[config.mk]
export PLATFORM = sky130hd
export DESIGN_NAME = ib_00_sub
export DESIGN_NICKNAME = d
export VERILOG_FILES = /design/src/rtl/ib_00_sub.sv
export SDC_FILE = /design/constraint.sdc
export NUM_CORES = 1
export LEC_CHECK = 0
export ABC_CLOCK_PERIOD_IN_PS = 4150
export BUFFER_PORTS_ARGS = -buffer_cell sky130_fd_sc_hd__buf_4
export CAP_MARGIN = 20
export CORE_AREA = 10 10 183 185
export DETAILED_ROUTE_END_ITERATION = 10
export DIE_AREA = 0 0 193 195
export MAX_ROUTING_LAYER = met4
export PLACE_DENSITY = 0.68
export SLEW_MARGIN = 20
export SYNTH_ARGS = -nofsm -noshare
export SYNTH_HDL_FRONTEND = slang
export SYNTH_SLANG_ARGS = --single-unit
[constraint.sdc]
create_clock -name ib_clk -period 4.15 [get_ports ib_clk]
set_input_delay 0.415 -clock ib_clk [delete_from_list [all_inputs] [get_ports ib_clk]]
set_output_delay 0.415 -clock ib_clk [all_outputs]
set_load 0.02 [all_outputs]
[src/rtl/ib_00_sub.sv]
// Port-00 input buffer: FWFT FIFO of flits feeding the routing stage.
// Optional sticky overflow detection under `IB_OVF_DET_EN.
module ib_00_sub #(
  parameter int DEPTH    = 8,
  parameter int WIDTH    = 3,
  parameter int DATASIZE = 40
) (
  input  logic                ib_clk,
  input  logic                rst,
  input  logic [DATASIZE-1:0] data_in,
  input  logic                valid_in,
  output logic                ready_out,
  output logic [DATASIZE-1:0] data_out,
  output logic                valid_out,
  input  logic                rc_ready,
  output logic [WIDTH:0]      pressure_out,
  output logic                ovf_err
);

  localparam logic [WIDTH:0] FULL_CNT = (WIDTH+1)'(DEPTH);

  logic [DATASIZE-1:0] mem [DEPTH];
  logic [WIDTH-1:0]    wr_ptr;
  logic [WIDTH-1:0]    rd_ptr;
  logic [WIDTH:0]      count;
  logic                full;
  logic                empty;
  logic                push;
  logic                pop;

  assign full  = (count == FULL_CNT);
  assign empty = (count == '0);

  assign ready_out = ~full;
  assign valid_out = ~empty;

  assign push = valid_in & ~full;
  assign pop  = rc_ready & ~empty;

  // Zero the head while empty so stale memory never leaks out.
  assign data_out     = empty ? '0 : mem[rd_ptr];
  assign pressure_out = count;

  always_ff @(posedge ib_clk) begin
    if (push) mem[wr_ptr] <= data_in;
  end

  always_ff @(posedge ib_clk or posedge rst) begin
    if (rst) begin
      wr_ptr <= '0;
      rd_ptr <= '0;
      count  <= '0;
    end else begin
      if (push) wr_ptr <= wr_ptr + 1'b1;
      if (pop)  rd_ptr <= rd_ptr + 1'b1;
      case ({push, pop})
        2'b10:   count <= count + 1'b1;
        2'b01:   count <= count - 1'b1;
        default: count <= count;
      endcase
    end
  end

`ifdef IB_OVF_DET_EN
  logic ovf_q;

  always_ff @(posedge ib_clk or posedge rst) begin
    if (rst) begin
      ovf_q <= 1'b0;
    end else if (valid_in & full & ~pop) begin
      ovf_q <= 1'b1;
    end
  end

  assign ovf_err = ovf_q;
`else
  assign ovf_err = 1'b0;
`endif

endmodule
; Yosys cells after proc, flatten, opt, wreduce, memory -nomap -nowiden
; Memory sizes are Yosys's and may differ from the RTL's.
; Cells that the tools add are included.
[word_totals]
output_inout_bits = 47
memories = 1
reg_bits = 10
ram_bits = 320
[op_classes]
addsub = 4
reduce_logical = 2
n_eq_ne = 3
n_bitwise = 4
n_mux = 4
[mem_list]
columns = memory, depth, word_bits, read_ports, rd_ports_with_merged_regs, wr, line_no
row1 = mem, 8, 40, 1, 0, 1, 22  ; logic [DATASIZE-1:0] mem [DEPTH];
[ops]
columns = operator, count
row1 = $mux 40, 1
row2 = $pmux 4 s2, 1
row3 = $add 3x1->3 const B, 2
row4 = $add 4x1->4 const B, 1
row5 = $eq 4x4->1 const B, 1
row6 = $logic_not 4->1, 1
row7 = $sub 4x1->4 const B, 1
row8 = $and 1x1->1, 2
row9 = $eq 2x1->1 const B, 1
row10 = $eq 2x2->1 const B, 1
row11 = $mux 1, 2
row12 = $not 1->1, 2
row13 = $reduce_bool 2->1, 1

; Logic depth before layout (Yosys ltp)
; Gate-level depths: netlist of the first run.
[logic_depth]
word_depth = 5
mapped_depth = 11
depth_no_buf = 9

; Worst setup path before layout of the first run
; No wires, ideal clock.
[synth_path]
path_kind = register to register
from = reg count[0], in the netlist pressure_out[0]
to = mem mem[1][0], enable pin
synth_period_minus_slack_ns = 4.449
arrival_time_ns = 3.962
required_time_ns = 3.663
slack_ns = -0.299
path_stages_with_launch = 5
path_cell_list = dfrtp_1 or4b_2 clkbuf_1 nand3_1 nor3_1
[synth_between]
elab_chain_cells = 5
[synth_lines]
columns = element, line_no
row1 = from (decl), 25  ; logic [WIDTH:0] count;
row2 = from (signal assigned), 57  ; 2'b10: count <= count + 1'b1;
row3 = from (signal assigned), 58  ; 2'b01: count <= count - 1'b1;
row4 = from (signal assigned), 59  ; default: count <= count;
row5 = $eq 4x4->1, 31  ; assign full = (count == FULL_CNT);
row6 = $not 1->1, --
row7 = named net ready_out, 12  ; output logic ready_out,
row8 = $and 1x1->1, 37  ; assign push = valid_in & ~full;
row9 = $mux 1, 45  ; if (push) mem[wr_ptr] <= data_in;
row10 = $mux 1 (not written as such), 45
row11 = to (decl), 22
; The timed path passes the listed nets, and every way through them passes these cells.

; Worst setup path in the final report of the first run
[layout_path]
from = reg rd_ptr[0]
to = out data_out[26]
[layout_between]
elab_chain_cells = 2
[layout_lines]
columns = element, line_no
row1 = from (decl), 24  ; logic [WIDTH-1:0] rd_ptr;
row2 = from (signal assigned), 55  ; if (pop) rd_ptr <= rd_ptr + 1'b1;
row3 = $mem_v2 8x40, --
row4 = $mux 40, 41  ; assign data_out = empty ? '0 : mem[rd_ptr];
row5 = to (decl), 13  ; output logic [DATASIZE-1:0] data_out,
; No other way between the ends.

==> results of run 1 <==
==> power by group through the flow <==
stage	clock [W]	combinational, W	sequential [W]
after floorplan	0	0.00259	0.00442
after global placement	0	0.00370	0.00467
after detailed placement	0	0.00382	0.00466
after CTS	0.00320	0.00384	0.00459
after global routing	0.00333	0.00399	0.00464
final	0.00313	0.00373	0.00457
==> per-stage QoR <==
stage / setup WS (ps) / instances / hold slack [ps]
after CTS: 944.3 / 1070 / 113.7
after floorplan: 767.2 / 536 / 255.2
final: 1060 / 1072 / 137.0
after global routing: 860.9 / 1072 / 126.7
after detailed placement: 1258 / 1009 / 429.9
after global placement: 1239 / 1008 / 410.7
==> cell type report <==
class | instances | area (µm²) | area share
clock inverter | 14 | 191.4 | 0.01273
clock buffer | 46 | 979.7 | 0.06516
antenna | 2 | 5.005 | 0.0003329
sequential | 330 | 9867 | 0.6562
multi-input combinational | 170 | 2604 | 0.1732
inverter | 4 | 15.01 | 0.0009986
timing repair buffer | 110 | 878.3 | 0.05842
tap | 396 | 495.5 | 0.03295
==> flip-flops by register name (all words and copies together), names as in the netlist <==
name and cells:
wr_ptr 3, rd_ptr 3, mem 320, pressure_out 4
==> metal layers <==
| layer | vias to the layer above | part of all wire | global-route usage |
|---|---|---|---|
| li1 | 2524 | - | - |
| met1 | 3068 | 0.41 | 0.1738 |
| met2 | 131 | 0.52 | 0.2316 |
| met3 | 38 | 0.047 | 0.03279 |
| met4 | 0 | 0.025 | 0.04275 |
| met5 | - | 0 | - |
==> cell usage in the layout, fill, tap and decap left out, types with 2 or more instances in the layout <==
cell type and count:
a22o_1 40, buf_12 4, buf_4 105, bufinv_16 5
clkbuf_1 7, clkbuf_16 37, clkbuf_8 2, clkinv_1 5
clkinv_2 3, dfrtp_1 8, dfrtp_4 2, diode_2 2
edfxtp_1 320, ha_1 5, inv_1 4, mux2_2 2
mux4_2 80, nand2_1 3, nand2b_1 2, nand3_1 3
nand3b_1 2, nor2_4 6, nor3_4 2, or4b_2 2
xnor2_1 6
==> critical path: cells and delay by family, from the launching register on <==
| kind | cells | cell delay, ps |
|---|---|---|
| buffers and inverters | 2 | 520 |
| multiplexers | 1 | 520 |
| AO/OA/AOI/OAI | 1 | 260 |
| flip-flops | 1 | 870 |
==> worst max path at each step <==
stage / cells past startpoint / slack (ps) / start / endpoint
global placement: 6 / 1240 / pressure_out[0]$_DFFE_PP0P_ / pressure_out[3]$_DFFE_PP0P_
CTS: 4 / 940 / rd_ptr[0]$_DFFE_PP0P_ / data_out[26]
global route: 4 / 860 / rd_ptr[0]$_DFFE_PP0P_ / data_out[26]
detailed placement: 6 / 1260 / pressure_out[0]$_DFFE_PP0P_ / pressure_out[3]$_DFFE_PP0P_
floorplan: 4 / 770 / pressure_out[0]$_DFFE_PP0P_ / mem[7][0]$_DFFE_PP_
finish: 4 / 1060 / rd_ptr[0]$_DFFE_PP0P_ / data_out[26]
==> kinds of logic after synthesis <==
family / synth area share
mux: 0.1466
compound gates: 0.03151
simple gates: 0.01262
fa+ha+maj: 0.004969
xor+xnor: 0.004870
other cells: 0.0002979
flops: 0.7831
buf+inv: 0.01600
==> impl_metrics.env, run 1 <==
export IMPL_worst_slew_pin_transition_ps=1027
export IMPL_sequentialPowerShare=0.400
export IMPL_final_fill_count=2349
export IMPL_synth_cell_types=34
export IMPL_p_int_w=0.007933
export IMPL_final_cell_area_um2=15040
export IMPL_holdBufCountCts=1
export IMPL_setup_viol=0
export IMPL_die_h_um=195
export IMPL_ys_flop_type="edfxtp_1"
export IMPL_grt_pass1_wl_um=38900
export IMPL_required_ps=3730
export IMPL_grt_pass1_vias=6268
export IMPL_io_pins=91
export IMPL_path_common_cell="buf_4"
export IMPL_dpl_cell_area_um2=13850
export IMPL_synth_seq_cells=330
export IMPL_drc=0
export IMPL_synth_fp_nets=585
export IMPL_ys_async_sr_fraction=0.03030
export IMPL_rsz0062_at_grt="no"
export IMPL_relSlewSlack=0.3137
export IMPL_p_sw_frac=0.3058
export IMPL_drtAntennaViolNets=0
export IMPL_drtIter0Drc=324
export IMPL_fin_util=0.5007
export IMPL_path_clk_slew_ps=60
export IMPL_hold_start="data_in[8]"
export IMPL_crit_arrival_ps=2680
export IMPL_hpwlAfterDp_um=15200
export IMPL_switching_power_w=0.003495
export IMPL_drive_gt1_frac=0.3783
export IMPL_cts_sinks=330
export IMPL_p_per_area_nw_per_um2=760.1
export IMPL_fp_dieArea_um2=37640
export IMPL_combPwrFrac=0.326
export IMPL_clock_path_buffers=3
export IMPL_hp_class="input pin to flip-flop"
export IMPL_nNetsFinal=699
export IMPL_p_leak_nw=4.993
export IMPL_synth_area_leaders="edfxtp_1, mux4_2, a22o_1"
export IMPL_clk_latency_ps=510
export IMPL_grt_start_max_net_pins=50
export IMPL_die_x_um=193
export IMPL_synth_area_um2=12590
export IMPL_rows=64
export IMPL_postSynthAreaPerCell_um2=23.49
export IMPL_synth_most_common_cell="edfxtp_1"
export IMPL_synth_edf_count=320
export IMPL_antenna_found_initial=2
export IMPL_finalPower_w=0.01143
export IMPL_critPathMaxFanout=33
export IMPL_reg2reg_slack_ps=1240
export IMPL_rr_endpoint="pressure_out[3]$_DFFE_PP0P_"
export IMPL_cts_resized_gates=0
export IMPL_io_buffers=89
export IMPL_pwr_share_clk=0.274
export IMPL_netlist_top_cells_count="edfxtp_1, mux4_2, a22o_1"
export IMPL_tns_ps=0
export IMPL_groute_usage_overall=0.1421
export IMPL_synth_top_area_share=0.7633
export IMPL_hold_violations=0
export IMPL_status="completed"
export IMPL_clock_fmax_mhz=323.6
export IMPL_crit_path_max_incr_delay_ps=870
export IMPL_startpoint_type="flip-flop"
export IMPL_route_vias_total=5761
export IMPL_worstReg2RegStart="pressure_out[0]$_DFFE_PP0P_"
export IMPL_drt_total_wl_um=26120
export IMPL_numCtsBuffers=34
export IMPL_crit_chain="buf_4 -> mux4_2 -> a22o_1 -> buf_4"
export IMPL_cts_tree="done"
export IMPL_synth_top_cell_by_area="edfxtp_1"
export IMPL_yosys_warnings=0
export IMPL_holdPathEnd="mem[4][8]$_DFFE_PP_"
export IMPL_area_growth_pct=19.43
export IMPL_rr_worst_depth=6
export IMPL_firstDrtPassIters=4
export IMPL_fin_crit_sh=0.7446
export IMPL_wl_per_cell_um=24.37
export IMPL_htreeDepth=2
export IMPL_setup_worst_path_class="flip-flop to output port"
export IMPL_cpMaxStageDelayCell="dfrtp_4"
export IMPL_vias_per_cell=5.374
export IMPL_seq_area_frac_synth=0.7831
export IMPL_initial_core_util=0.4192
export IMPL_cts_root_buf="clkbuf_16"
export IMPL_fin_skew_ps=20.59
export IMPL_slew_violations=0
export IMPL_worst_ir_drop_vdd_mv=0.4556
export IMPL_end_kind="output port"
export IMPL_fin_crit_ps=3090
export IMPL_post_cts_buffers=0
export IMPL_place_congestion=0.7481
export IMPL_whs_path_depth=1
export IMPL_overflow=0
export IMPL_coreArea_um2=30030
export IMPL_syn_inst=536
export IMPL_maxCapViolations=0
Note: power is estimated with default switching activity, not from simulation.
==> inputs of run 2 (changes only) <==
- ABC_AREA: default -> 1
- ABC_CLOCK_PERIOD_IN_PS: 4150 -> 2850
- CORE_AREA: 10 10 183 185 -> 10 10 187 189
- DIE_AREA: 0 0 193 195 -> 0 0 197 199
- PLACE_DENSITY: 0.68 -> 0.66
- clock period: 4.15 -> 2.85 ns (I/O delays scaled with it)
==> impl_metrics.env, run 2 <==
export IMPL_status="completed"
export IMPL_relSlewSlack=0.4697
export IMPL_clock_fmax_mhz=374.4
export IMPL_p_leak_nw=5.447
export IMPL_grt_pass1_wl_um=46330
export IMPL_mostFrequentLayoutCells="edfxtp_1, nor2_1, o21ai_0, buf_4, nand2_1"
export IMPL_dpl_cell_area_um2=14360
export IMPL_io_pins=91
export IMPL_end_kind="output port"
export IMPL_critPathMaxFanout=100
export IMPL_synth_top_area_share=0.7230
export IMPL_grt_start_max_net_pins=162
export IMPL_clock_path_buffers=3
export IMPL_seq_area_frac_synth=0.7419
export IMPL_yosys_warnings=0
export IMPL_syn_inst=1029
export IMPL_hp_class="input pin to flip-flop"
export IMPL_worst_slack_ps=179.4
export IMPL_synth_most_common_cell="edfxtp_1"
export IMPL_synth_area_um2=13290
export IMPL_post_cts_buffers=0
export IMPL_drc=0
export IMPL_synth_top_cell_by_area="edfxtp_1"
export IMPL_postSynthAreaPerCell_um2=12.92
export IMPL_finalPower_w=0.01753
export IMPL_cts_tree="done"
export IMPL_synth_cell_types=25
export IMPL_startpoint_type="flip-flop"
export IMPL_drive_gt1_frac=0.1782
export IMPL_ys_async_sr_fraction=0.03030
export IMPL_cts_root_buf="clkbuf_16"
export IMPL_fin_crit_ps=2671
export IMPL_die_h_um=199
export IMPL_p_per_area_nw_per_um2=1116
export IMPL_hpwlAfterDp_um=15910
export IMPL_crit_buf_inv=2
export IMPL_cts_sinks=330
export IMPL_fp_dieArea_um2=39200
export IMPL_crit_start="rd_ptr[1]$_DFFE_PP0P_"
export IMPL_wl_per_cell_um=19.28
export IMPL_timing_hold_ws_ps=16.20
export IMPL_drt_total_wl_um=30060
export IMPL_worst_slew_pin_transition_ps=795.5
export IMPL_crit_arrival_ps=2390
export IMPL_coreArea_um2=31230
export IMPL_regMostFlops="mem"
export IMPL_antenna_found_initial=1
export IMPL_clk_latency_ps=510
export IMPL_largest_reg_flops=320
export IMPL_worstReg2RegStart="pressure_out[0]$_DFFE_PP0P_"
export IMPL_synth_area_leaders="edfxtp_1, nor2_1, o21ai_0"
export IMPL_drtIter0Drc=600
export IMPL_hold_violations=0
export IMPL_setup_worst_path_class="flip-flop to output port"
export IMPL_crit_chain="buf_12 -> o21ai_0 -> o211ai_1 -> nand2_1 -> nor2_1 -> buf_4"
export IMPL_synth_seq_cells=330
export IMPL_cpMaxStageDelayCell="dfrtp_4"
export IMPL_fin_crit_sh=0.9371
export IMPL_synth_fp_nets=1078
export IMPL_route_vias_total=8226
export IMPL_htreeDepth=2
export IMPL_ys_flop_type="edfxtp_1"
export IMPL_rsz0062_at_grt="no"
export IMPL_worst_ir_drop_vdd_mv=0.6531
export IMPL_slew_violations=0
export IMPL_nNetsFinal=1182
export IMPL_synth_edf_count=320
export IMPL_grt_pass1_vias=8201
export IMPL_path_clk_slew_ps=60
export IMPL_initial_core_util=0.4256
export IMPL_maxCapViolations=0
export IMPL_vias_per_cell=5.276
export IMPL_setup_viol=0
export IMPL_area_growth_pct=18.20
export IMPL_hold_start="data_in[8]"
export IMPL_io_buffers=89
export IMPL_cp_top_family="buffers and inverters"
export IMPL_drtAntennaViolNets=0
export IMPL_rows=65
export IMPL_final_fill_count=2705
export IMPL_groute_usage_overall=0.1536
export IMPL_place_congestion=0.7691
export IMPL_layout_cells_most_common="edfxtp_1"
export IMPL_required_ps=2570
export IMPL_fin_skew_ps=15.14
export IMPL_overflow=0
export IMPL_netlist_top_cells_count="edfxtp_1, nor2_1, o21ai_0"
export IMPL_crit_path_max_incr_delay_ps=590
export IMPL_numCtsBuffers=35
export IMPL_final_cell_area_um2=15710
export IMPL_place_ws_ps=562.5
export IMPL_die_x_um=197
export IMPL_firstDrtPassIters=5
==> run 2: cell types whose count changed after synthesis, moves of 30 or more <==
cell      delta
o22ai_1     +40
a22o_1      -40
o211ai_1    +40
nor2_1     +256
mux4_2      -80
nand2_1     +63
o21ai_0    +111
nor2_2      +30
o21ai_1     +52
==> run 2: per-layer routing <==
metal,global-route usage,vias up,share of wire
li1,-,3915,-
met2,0.2551,198,0.50
met1,0.1912,4074,0.44
met5,-,-,0
met3,0.02518,39,0.042
met4,0.04472,0,0.019
==> run 2: what timing repair did <==
action / CTS / global route
hold buffers: 21 / 0
resized for setup: 0 / 3
endpoints found under the setup margin: 0 / 8
endpoints found under the hold margin: 129 / 0
==> run 2: power breakdown <==
| group | switching [W] | leakage, nW | total [W] | internal (W) |
|---|---|---|---|---|
| Sequential | 0.000423 | 3.02 | 0.00652 | 0.00610 |
| Clock | 0.00177 | 0.533 | 0.00434 | 0.00258 |
| Combinational | 0.00435 | 1.89 | 0.00666 | 0.00232 |
| Total | 0.00653 | 5.45 | 0.0175 | 0.0110 |
==> run 2: through the flow <==
step / utilization / instances / TNS, ps
global route: 0.5030 / 1559 / 0
detailed placement: 0.4599 / 1476 / 0
CTS: 0.5017 / 1557 / 0
global placement: 0.4599 / 1476 / 0
floorplan: - / 1029 / -86910
finish: 0.5030 / 1559 / 0
==> run 2: worst reg2reg max path, cell delays in order, from the launching register on <==
cell     delay [ps]
dfrtp_1         430
nor2_1          110
nand3_1         100
nand2_1         150
or2_1           400
nor2_4          130
buf_4           440
==> run 2: cell families (layout without fill, tap and decap cells) <==
group	Yosys count	in the layout	synth area share
compound gates	245	245	0.1037
xor+xnor	5	5	0.003296
fa+ha+maj	5	5	0.004707
buf+inv	78	205	0.03672
flops	330	330	0.7419
other cells	1	2	0.0002822
simple gates	365	365	0.1095
==> run 2: worst paths after layout <==
check / to / slack, ps / cells after the start
max: data_out[24] / 180 / 6
min in group asynchronous: pressure_out[0]$_DFFE_PP0P_ / 350 / 3
min: mem[0][8]$_DFFE_PP_ / 20 / 1
max reg2reg: mem[6][10]$_DFFE_PP_ / 700 / 6
max in group asynchronous: rd_ptr[1]$_DFFE_PP0P_ / 2130 / 3
min reg2reg: wr_ptr[0]$_DFFE_PP0P_ / 540 / 2
==> run 2: cell type report <==
type,count,area (µm²),share of cell area
multi-input cells,621,3005,0.1913
clock inverters,19,176.4,0.01123
inverters,12,51.30,0.003266
flip-flops and latches,330,9871,0.6284
well taps,402,503.0,0.03202
repair buffers,133,1180,0.07511
diodes,1,2.502,0.0001593
clock buffers,41,919.6,0.05854
==> inputs of run 3 (changes only) <==
- RECOVER_POWER: default -> 25
==> impl_metrics.env, run 3 (synthesized netlist as in run 2, its figures left out) <==
export IMPL_layout_cells_most_common="edfxtp_1"
export IMPL_worst_ir_drop_vdd_mv=0.6535
export IMPL_io_pins=91
export IMPL_end_kind="output port"
export IMPL_fin_crit_sh=0.9311
export IMPL_fin_crit_ps=2654
export IMPL_grt_pass1_vias=8201
export IMPL_worst_slew_pin_transition_ps=788.5
export IMPL_tns_ps=0
export IMPL_final_fill_count=2719
export IMPL_drtAntennaViolNets=0
export IMPL_register_area_um2=9871
export IMPL_mostFrequentLayoutCells="edfxtp_1, nor2_1, o21ai_0, buf_4, nand2_1"
export IMPL_setup_worst_path_class="flip-flop to output port"
export IMPL_final_cell_area_um2=15620
export IMPL_crit_arrival_ps=2370
export IMPL_cts_sinks=330
export IMPL_fp_dieArea_um2=39200
export IMPL_numCtsBuffers=35
export IMPL_p_int_w=0.01098
export IMPL_regMostFlops="mem"
export IMPL_rr_endpoint="mem[6][10]$_DFFE_PP_"
export IMPL_overflow=0
export IMPL_cp_endpoint="data_out[24]"
export IMPL_area_growth_pct=17.55
export IMPL_clk_latency_ps=510
export IMPL_antenna_found_initial=1
export IMPL_relSlewSlack=0.4744
export IMPL_route_vias_total=8230
export IMPL_drive_gt1_frac=0.1583
export IMPL_wl_per_cell_um=19.30
export IMPL_hold_start="data_in[26]"
export IMPL_coreArea_um2=31230
export IMPL_critPathMaxFanout=100
export IMPL_sequentialPowerShare=0.372
export IMPL_vias_per_cell=5.279
export IMPL_slew_violations=0
export IMPL_p_leak_nw=5.364
export IMPL_fin_util=0.5002
export IMPL_worst_slack_ps=196.2
export IMPL_cts_tree="done"
export IMPL_crit_start="rd_ptr[1]$_DFFE_PP0P_"
export IMPL_grt_start_max_net_pins=162
export IMPL_post_cts_buffers=0
export IMPL_rsz0062_at_grt="no"
export IMPL_maxCapViolations=0
export IMPL_startpoint_type="flip-flop"
export IMPL_die_h_um=199
export IMPL_rows=65
export IMPL_initial_core_util=0.4256
export IMPL_firstDrtPassIters=5
export IMPL_combPwrFrac=0.379
export IMPL_drtIter0Drc=607
export IMPL_grt_pass1_wl_um=46330
export IMPL_required_ps=2570
export IMPL_hp_class="input pin to flip-flop"
export IMPL_die_x_um=197
export IMPL_worstReg2RegStart="pressure_out[0]$_DFFE_PP0P_"
export IMPL_groute_usage_overall=0.1536
export IMPL_hold_violations=0
export IMPL_nNetsFinal=1182
export IMPL_hpwlAfterDp_um=15910
export IMPL_switching_power_w=0.006535
export IMPL_place_congestion=0.7691
export IMPL_dpl_cell_area_um2=14360
export IMPL_clock_fmax_mhz=376.8
export IMPL_fin_skew_ps=15.45
export IMPL_multiInputGateArea_um2=3005
export IMPL_drt_total_wl_um=30080
export IMPL_drc=0
export IMPL_io_buffers=89
export IMPL_clock_path_buffers=3
export IMPL_status="completed"
export IMPL_p_sw_frac=0.3731
export IMPL_rr_worst_depth=6
export IMPL_pwr_share_clk=0.248
export IMPL_p_per_area_nw_per_um2=1121
export IMPL_cts_root_buf="clkbuf_16"
export IMPL_path_clk_slew_ps=60
export IMPL_largest_reg_flops=320
export IMPL_htreeDepth=2
export IMPL_place_ws_ps=562.5
export IMPL_reg2reg_slack_ps=700
export IMPL_setup_viol=0
run 3: changes by cell type in the layout (fill, tap and decap cells not counted), sizes merged:
cell	previous run	this run
buf	111	88
clkbuf	42	65
run 3: power by group through the flow:
stage	registers (W)	clock network [W]	logic, W
floorplan	0.00641	0	0.00457
global placement	0.00659	0	0.00656
detailed placement	0.00661	0	0.00667
CTS	0.00652	0.00444	0.00671
global route	0.00659	0.00464	0.00740
finish	0.00652	0.00435	0.00665
run 3: layer usage:
| metal | routed length [µm] | track usage | up-vias |
|---|---|---|---|
| met1 | 13160 | 0.1912 | 4074 |
| li1 | - | - | 3916 |
| met5 | 0 | - | - |
| met3 | 1335 | 0.02518 | 41 |
| met4 | 581 | 0.04472 | 0 |
| met2 | 15010 | 0.2551 | 199 |
run 3: critical path: stages, from the launching register on:
cell and delay [ps]:
dfrtp_4 590, buf_12 410, o21ai_0 160, o211ai_1 190, nand2_1 70, nor2_1 220
buf_4 190
run 3: how the worst min path moves through the flow:
stage,to,cells after the start
floorplan,pressure_out[0]$_DFFE_PP0P_,1
global placement,pressure_out[2]$_DFFE_PP0P_,2
detailed placement,pressure_out[2]$_DFFE_PP0P_,2
CTS,mem[1][5]$_DFFE_PP_,1
global route,mem[3][26]$_DFFE_PP_,1
finish,mem[4][26]$_DFFE_PP_,1
run 3: layout make-up:
cell class,count,area share
sequential,330,0.6318
antenna,1,0.0001602
clock inverter,19,0.01129
multi-input combinational,621,0.1924
tap,402,0.03220
clock buffer,41,0.05887
inverter,12,0.003284
timing repair buffer,133,0.07000
run 3: what timing repair did:
action,in CTS,in global routing
hold endpoints to repair,129,0
setup endpoints to repair,0,8
hold buffers,21,0
resized for setup,0,3
run 3: stage by stage:
stage / power [W] / hold WS, ps / instances
floorplan: 0.01098 / 125.2 / 1029
global placement: 0.01315 / 325.5 / 1476
finish: 0.01752 / 141.7 / 1559
global route: 0.01863 / 134.7 / 1559
CTS: 0.01766 / 0.6455 / 1557
detailed placement: 0.01328 / 341.4 / 1476
